### src/rtl/estu_mmu_pkg.sv
// Shared definitions for the MMU address-event stack: FSM encoding, sizing
// defaults and the address-width helper used by push and pop stages.
package estu_mmu_pkg;

  typedef enum logic [1:0] {
    ST_IDLE  = 2'd0,
    ST_FILL  = 2'd1,
    ST_DRAIN = 2'd2,
    ST_DONE  = 2'd3
  } stack_state_t;

  localparam int DEF_DATA_W = 16;
  localparam int DEF_DEPTH  = 256;

  // Ceiling log2; DEPTH is a power of two so this is the exact pointer width.
  function automatic int clogb2(input int value);
    int result;
    int v;
    result = 0;
    v = value - 1;
    while (v > 0) begin
      result++;
      v = v >> 1;
    end
    return result;
  endfunction

endpackage

### src/rtl/ae_stack_ram.sv
// Simple dual-port stack storage: one write port and one synchronous read
// port with a registered, resettable output. Written to infer block RAM.
module ae_stack_ram
  import estu_mmu_pkg::*;
#(
  parameter int DATA_W = DEF_DATA_W,
  parameter int DEPTH  = DEF_DEPTH,
  parameter int ADDR_W = clogb2(DEF_DEPTH)
) (
  input  logic              clk,
  input  logic              rst,
  input  logic              wr_en,
  input  logic [ADDR_W-1:0] wr_addr,
  input  logic [DATA_W-1:0] wr_data,
  input  logic              rd_en,
  input  logic [ADDR_W-1:0] rd_addr,
  output logic [DATA_W-1:0] rd_data
);

  logic [DATA_W-1:0] mem [DEPTH];

  always_ff @(posedge clk) begin
    if (wr_en) begin
      mem[wr_addr] <= wr_data;
    end
  end

  // Output register holds its value whenever no read is requested.
  always_ff @(posedge clk) begin
    if (rst) begin
      rd_data <= '0;
    end else if (rd_en) begin
      rd_data <= mem[rd_addr];
    end
  end

endmodule

### src/rtl/ae_stack_push.sv
// Push-side AE stack: fills a LIFO from the event source, kicks the pop
// controller with stream_out, serves its reads/pops and flags the drain.
module ae_stack_push
  import estu_mmu_pkg::*;
#(
  parameter int  DATA_W = DEF_DATA_W,
  parameter int  DEPTH  = DEF_DEPTH,
  localparam int ADDR_W = clogb2(DEPTH)
) (
  input  logic              clk,
  input  logic              rst,
  input  logic [DATA_W-1:0] push_data,
  input  logic              push_valid,
  output logic              push_ready,
  input  logic              fill_end,
  output logic              stream_out,
  input  logic              rd_en,
  input  logic              pop_en,
  output logic [DATA_W-1:0] pop_data,
  output logic              pop_done,
  output logic              last_op,
  output logic [ADDR_W:0]   level,
  output logic              underflow
);

  localparam logic [ADDR_W:0] SP_ONE  = (ADDR_W + 1)'(1);
  localparam logic [ADDR_W:0] SP_LAST = (ADDR_W + 1)'(DEPTH - 1);
  localparam logic [ADDR_W:0] SP_FULL = (ADDR_W + 1)'(DEPTH);

  stack_state_t      state;
  stack_state_t      next_state;
  logic [ADDR_W:0]   sp;
  logic [ADDR_W-1:0] wr_addr;
  logic [ADDR_W-1:0] rd_addr;
  logic              push_ok;
  logic              pop_ok;
  logic              rd_ok;
  logic              stream_next;
  logic              last_next;

  assign push_ok = push_ready && push_valid;
  assign pop_ok  = (state == ST_DRAIN) && pop_en && (sp != '0);
  assign rd_ok   = (state == ST_DRAIN) && rd_en && (sp != '0);
  assign wr_addr = ADDR_W'(sp);
  assign rd_addr = ADDR_W'(sp - SP_ONE);
  assign level   = sp;

  always_ff @(posedge clk) begin
    if (rst) begin
      state <= ST_IDLE;
    end else begin
      state <= next_state;
    end
  end

  // A push coinciding with fill_end is still stored; only the state moves on.
  always_comb begin
    next_state = state;
    case (state)
      ST_IDLE: begin
        if (fill_end) begin
          next_state = ST_DRAIN;
        end else if (push_ok) begin
          next_state = ST_FILL;
        end
      end
      ST_FILL: begin
        if (fill_end || (push_ok && (sp == SP_LAST))) begin
          next_state = ST_DRAIN;
        end
      end
      ST_DRAIN: begin
        if ((sp == '0) && !pop_en) begin
          next_state = ST_DONE;
        end
      end
      ST_DONE: begin
        next_state = ST_IDLE;
      end
      default: begin
        next_state = ST_IDLE;
      end
    endcase
  end

  // push_ready is held low while reset is asserted so nothing lands mid-reset.
  always_comb begin
    push_ready  = 1'b0;
    stream_next = 1'b0;
    last_next   = 1'b0;
    case (state)
      ST_IDLE: push_ready = !rst;
      ST_FILL: push_ready = !rst && (sp != SP_FULL);
      ST_DONE: last_next  = 1'b1;
      default: push_ready = 1'b0;
    endcase
    if (((state == ST_IDLE) || (state == ST_FILL)) && (next_state == ST_DRAIN)) begin
      stream_next = 1'b1;
    end
  end

  always_ff @(posedge clk) begin
    if (rst) begin
      sp         <= '0;
      stream_out <= 1'b0;
      pop_done   <= 1'b0;
      last_op    <= 1'b0;
      underflow  <= 1'b0;
    end else begin
      if (push_ok) begin
        sp <= sp + SP_ONE;
      end else if (pop_ok) begin
        sp <= sp - SP_ONE;
      end
      stream_out <= stream_next;
      pop_done   <= pop_ok;
      last_op    <= last_next;
      if (pop_en && (sp == '0)) begin
        underflow <= 1'b1;
      end
    end
  end

  ae_stack_ram #(
    .DATA_W(DATA_W),
    .DEPTH (DEPTH),
    .ADDR_W(ADDR_W)
  ) u_ram (
    .clk    (clk),
    .rst    (rst),
    .wr_en  (push_ok),
    .wr_addr(wr_addr),
    .wr_data(push_data),
    .rd_en  (rd_ok),
    .rd_addr(rd_addr),
    .rd_data(pop_data)
  );

endmodule

### config.mk
export PLATFORM = sky130hd
export DESIGN_NAME = ae_stack_push
export DESIGN_NICKNAME = d
export VERILOG_FILES = /design/src/rtl/estu_mmu_pkg.sv /design/src/rtl/ae_stack_ram.sv /design/src/rtl/ae_stack_push.sv
export SDC_FILE = /design/constraint.sdc
export NUM_CORES = 2
export LEC_CHECK = 0
export BUFFER_PORTS_ARGS = -buffer_cell sky130_fd_sc_hd__buf_2
export CORE_MARGIN = 3
export CORE_UTILIZATION = 36
export DETAILED_ROUTE_END_ITERATION = 8
export GPL_TIMING_DRIVEN = 0
export PLACE_DENSITY = 0.46
export SKIP_LAST_GASP = 1
export SLEW_MARGIN = 10
export SYNTH_ARGS = -nofsm -noshare
export SYNTH_HDL_FRONTEND = slang
export SYNTH_SLANG_ARGS = --single-unit
### constraint.sdc
create_clock -name clk -period 12.7 [get_ports clk]
set_input_delay 1.905 -clock clk [delete_from_list [all_inputs] [get_ports clk]]
set_output_delay 1.905 -clock clk [all_outputs]
set_load 0.02 [all_outputs]
==> metrics.txt <==
# TYPE chip_impl_metric gauge
chip_impl_info{name="outcome",value="complete, no violations"} 1
chip_impl_metric{name="post_synth_and_or_nand_nor_area_fraction",unit="%"} 3.84
chip_impl_metric{name="maxCapViolCount",unit=""} 0
chip_impl_metric{name="share_seq_of_total_power",unit="%"} 42.0
chip_impl_metric{name="floorplan.rows",unit=""} 243
chip_impl_metric{name="critical_path.n_buffers_inverters",unit=""} 14
chip_impl_metric{name="cts-root-to-sink-buffers",unit=""} 4
chip_impl_metric{name="fin_tns_setup",unit="ps"} 0
chip_impl_metric{name="synth_compound_gate_area_share",unit="%"} 1.47
chip_impl_info{name="cp_cell_sequence",value="buf_4 > buf_2 > buf_2 > inv_1 > buf_4 > buf_2 > buf_2 > clkbuf_1 > ha_1 > buf_4 > xor2_4 > buf_4 > buf_4 > buf_2 > buf_2 > buf_2 > nand2_1 > nand3_1 > nand3_1 > nand4_1 > nand3_1 > a41oi_1"} 1
chip_impl_metric{name="postRouteAntennaNets",unit=""} 0
chip_impl_metric{name="numPortBuffers",unit=""} 51
chip_impl_metric{name="clkTransAtPathRegs",unit="ps"} 70
chip_impl_metric{name="dp_hpwl",unit="mm"} 362
chip_impl_metric{name="critical_path.max_fanout",unit=""} 12
chip_impl_metric{name="peakVddDrop",unit="V"} 0.000117
chip_impl_metric{name="gpl.final_weighted_congestion",unit=""} 0.930
chip_impl_info{name="timing.setup.critical_path_class",value="reg2reg"} 1
chip_impl_metric{name="cts.htree.levels",unit=""} 5
chip_impl_metric{name="drt-initial-drc-count",unit=""} 9928
chip_impl_metric{name="cellLeakagePower",unit="nW"} 57.6
chip_impl_metric{name="insertion_delay",unit="ps"} 1000
chip_impl_metric{name="multi_input_area",unit="um^2"} 34300
chip_impl_metric{name="post-route-drc-count",unit=""} 0
chip_impl_metric{name="post_synth_inst_count",unit=""} 7532
chip_impl_metric{name="intPower",unit="mW"} 25.0
chip_impl_info{name="synth_top_family_by_area",value="multiplexers"} 1
chip_impl_metric{name="floorplan.core_area",unit="um^2"} 439000
chip_impl_metric{name="worst_clock_skew",unit="ps"} 52.1
chip_impl_metric{name="avg_inst_size_synth",unit="um^2"} 21.1
chip_impl_metric{name="power.density_cell_area",unit="nW/um^2"} 192
chip_impl_metric{name="synth_area",unit="um^2"} 159000
chip_impl_metric{name="vias_per_cell",unit=""} 5.59
chip_impl_metric{name="edff_count_synth",unit=""} 4096
chip_impl_metric{name="r2r.worst_path.cells",unit=""} 22
chip_impl_metric{name="synthArstFlopShare",unit="%"} 0
chip_impl_metric{name="postCtsHoldBufs",unit=""} 0
chip_impl_metric{name="worstPathRequired",unit="ps"} 13510
chip_impl_metric{name="syn2layout_area_growth",unit="%"} 17.5
chip_impl_metric{name="grt_first_pass_wirelength",unit="mm"} 711
chip_impl_info{name="ys.flop_type",value="edfxtp_1"} 1
chip_impl_info{name="gr-max-usage-layer",value="met2"} 1
chip_impl_metric{name="met3_usage",unit="%"} 3.62
chip_impl_metric{name="floorplan.die.height",unit="um"} 671
chip_impl_metric{name="ioPinCount",unit=""} 52
chip_impl_metric{name="tritoncts.num_buffers",unit=""} 447
chip_impl_info{name="r2r-end",value="u_ram.rd_data[14]"} 1
chip_impl_metric{name="antenna_found_initial",unit=""} 44
chip_impl_metric{name="worst_ep_arrival_time",unit="ps"} 12070
chip_impl_metric{name="yosys.area_share.xor_xnor",unit="%"} 0.0778
chip_impl_metric{name="fillerInstances",unit=""} 38300
chip_impl_metric{name="regArea",unit="um^2"} 124000
chip_impl_metric{name="postSynthNetCount",unit=""} 7560
chip_impl_info{name="synth_top_area_cell",value="edfxtp_1"} 1
chip_impl_metric{name="met2_usage",unit="%"} 36.9
chip_impl_metric{name="grt_overflow_total",unit=""} 0
chip_impl_info{name="worstSetupStartpoint",value="level[0]"} 1
chip_impl_metric{name="die_x",unit="um"} 671
chip_impl_metric{name="cts_post_setup_buffers_inserted",unit=""} 0
chip_impl_metric{name="finalMaxSlewViolations",unit=""} 0
chip_impl_metric{name="grt_use_total",unit="%"} 23.0
chip_impl_metric{name="power.share.clock",unit="%"} 35.9
chip_impl_info{name="clock-root-buffer",value="clkbuf_16"} 1
chip_impl_metric{name="max_incr_delay_on_cp",unit="ps"} 1000
chip_impl_metric{name="die_area",unit="um^2"} 450000
chip_impl_metric{name="effective_utilization_at_floorplan",unit="%"} 36.2
chip_impl_metric{name="routed-via-count",unit=""} 81800
chip_impl_metric{name="netSwitchingFraction",unit="%"} 30.3
chip_impl_metric{name="wl",unit="mm"} 525
chip_impl_metric{name="dpl-instance-area",unit="um^2"} 173000
chip_impl_metric{name="worst-slew-pin-transition",unit="ps"} 1360
chip_impl_info{name="crit_top_cell",value="buf_2"} 1
chip_impl_metric{name="drive_gt1_share",unit="%"} 28.9
chip_impl_metric{name="postSynthRegisterBits",unit=""} 4127
chip_impl_metric{name="final_cell_area",unit="um^2"} 187000
chip_impl_info{name="unrepaired_setup_endpoints_after_global_routing",value="false"} 1
chip_impl_info{name="setup.worst_path.start_class",value="flop"} 1
chip_impl_metric{name="regToRegSetupSlack",unit="ps"} 1450
chip_impl_metric{name="synth_area_in_adders",unit="%"} 0.0472
chip_impl_info{name="family_of_cells_with_the_greatest_summed_delay_on_the_critical_path",value="buffers and inverters"} 1
chip_impl_metric{name="slew-limit-headroom",unit="%"} 8.44
chip_impl_info{name="min-delay-path-class",value="reg2reg"} 1
chip_impl_metric{name="cts_resized",unit=""} 0
chip_impl_metric{name="power.switching",unit="mW"} 10.9
chip_impl_metric{name="final.min_clock_period",unit="ps"} 11250
chip_impl_metric{name="synth.lib_cells_used.distinct",unit=""} 69
chip_impl_info{name="most-common-layout-cells",value="edfxtp_1, mux4_2, nand2_1, clkbuf_16, clkbuf_1"} 1
chip_impl_info{name="crit_path_end_kind",value="flop"} 1
chip_impl_metric{name="cts.sink_count",unit=""} 4127
chip_impl_metric{name="grt.met1_usage",unit="%"} 31.9
chip_impl_metric{name="design.final.nets",unit=""} 8352
chip_impl_metric{name="ys.warnings.count",unit=""} 0
chip_impl_metric{name="crit_cells",unit=""} 22
chip_impl_info{name="cts_tree",value="built"} 1
chip_impl_metric{name="final_min_period_over_clock_period",unit="%"} 88.6
chip_impl_info{name="endpoint",value="u_ram.rd_data[14]"} 1
chip_impl_metric{name="setup_viol",unit=""} 0
chip_impl_metric{name="number_of_global_route_vias_before_repair",unit=""} 82300
chip_impl_info{name="layout_commonest_cell",value="edfxtp_1"} 1
chip_impl_metric{name="dr.pass1.iters",unit=""} 8
chip_impl_info{name="ys_top_cells_by_area",value="edfxtp_1, mux4_2, nand2_1"} 1
chip_impl_metric{name="synth-seq-area-share",unit="%"} 77.7
chip_impl_metric{name="fmaxAchievable",unit="MHz"} 88.9
chip_impl_metric{name="post_drt_wl_per_cell",unit="um"} 35.9
chip_impl_metric{name="grt_start_max_net_pins",unit=""} 113
chip_impl_info{name="regToRegStartpoint",value="level[0]"} 1
chip_impl_metric{name="share_of_the_synthesized_area_in_the_top_cell_type",unit="%"} 77.3
chip_impl_info{name="crit_slowest_cell",value="clkbuf_1"} 1
chip_impl_metric{name="p_comb_share",unit="%"} 22.1
chip_impl_metric{name="hold_viol",unit=""} 0
chip_impl_metric{name="muxShareOfSynthArea",unit="%"} 15.6
-- registers in the layout, summed over array words and instances (netlist names) --
| name | flops |
|---|---|
| pop_done | 1 |
| level | 9 |
| u_ram.rd_data | 16 |
| underflow | 1 |
| u_ram.mem | 4096 |
| stream_out | 1 |
| last_op | 1 |
| state | 2 |
-- per-stage QoR --
stage / total power, mW / cells / util, % / setup slack (ps) / hold slack (ps)
floorplan: 19.4 / 7532 / - / 7710 / 466
global placement: 23.2 / 13500 / 38.0 / 1210 / 619
detailed placement: 23.3 / 13800 / 39.3 / 1540 / 604
CTS: 36.1 / 14600 / 42.6 / 1490 / 610
global route: 36.9 / 14600 / 42.6 / 1420 / 662
finish: 35.8 / 14600 / 42.6 / 1450 / 618
-- power groups by stage --
stage | clock network [mW] | logic (mW) | registers [mW]
floorplan | 0 | 4.05 | 15.3
finish | 12.9 | 7.92 | 15.0
detailed placement | 0 | 7.95 | 15.3
CTS | 13.1 | 7.97 | 15.0
global route | 13.7 | 8.19 | 15.0
global placement | 0 | 7.82 | 15.4
-- final cells by class --
| cell class | instances | share of cell area [%] |
|---|---|---|
| Timing Repair Buffer | 343 | 2.82 |
| Antenna cell | 43 | 0.0575 |
| Buffer | 454 | 1.11 |
| Clock buffer | 554 | 6.26 |
| Clock inverter | 277 | 1.42 |
| Inverter | 5 | 0.0100 |
| Multi-Input combinational cell | 2946 | 18.3 |
| Tap cell | 5880 | 3.93 |
| Sequential cell | 4127 | 66.1 |
-- cell families (layout without fill, tap and decap cells) --
family / count (synthesis) / in the layout
compound gates: 324 / 324
fa+ha+maj: 6 / 6
flops: 4127 / 4127
buf+inv: 459 / 1633
simple gates: 1403 / 1403
other cells: 0 / 43
xor+xnor: 12 / 12
mux: 1201 / 1201
-- worst min path at each step --
stage | from | to | slack [ps] | cells after the start
after floorplan | state[0] | last_op | 470 | 2
after global placement | state[1] | state[0] | 620 | 2
after detailed placement | state[1] | state[0] | 600 | 2
after CTS | state[1] | state[0] | 610 | 2
after global routing | state[1] | state[1] | 660 | 3
final | state[1] | state[0] | 620 | 2
-- synth_stat cells (all sizes together), types with 6 or more instances --
master,instances
edfxtp,4096
mux4,1023
nand2,558
nor2,356
nand3,291
buf,234
clkbuf,220
mux2i,148
nand4,84
o21ai,51
nor3,41
a21oi,36
o22ai,32
a22oi,31
dfxtp,31
mux2,30
and2,23
a32oi,20
nor4,18
a211oi,17
a31oi,17
o2111ai,17
o31ai,17
a221oi,16
a32o,16
o221ai,16
a41oi,15
nor2b,9
xnor2,7
ha,6
-- worst min-delay path: stages (launching register included) --
cell     delay (ps)
dfxtp_1         370
a21oi_1         150
nor3_1           60
-- layer usage --
layer  routed length [um]  share of wire (%)
met5                   41             0.0078
met4                20100                3.8
met3                34600                6.6
met2               250000                 48
met1               221000                 42
Power figures use the tool's default switching activity.
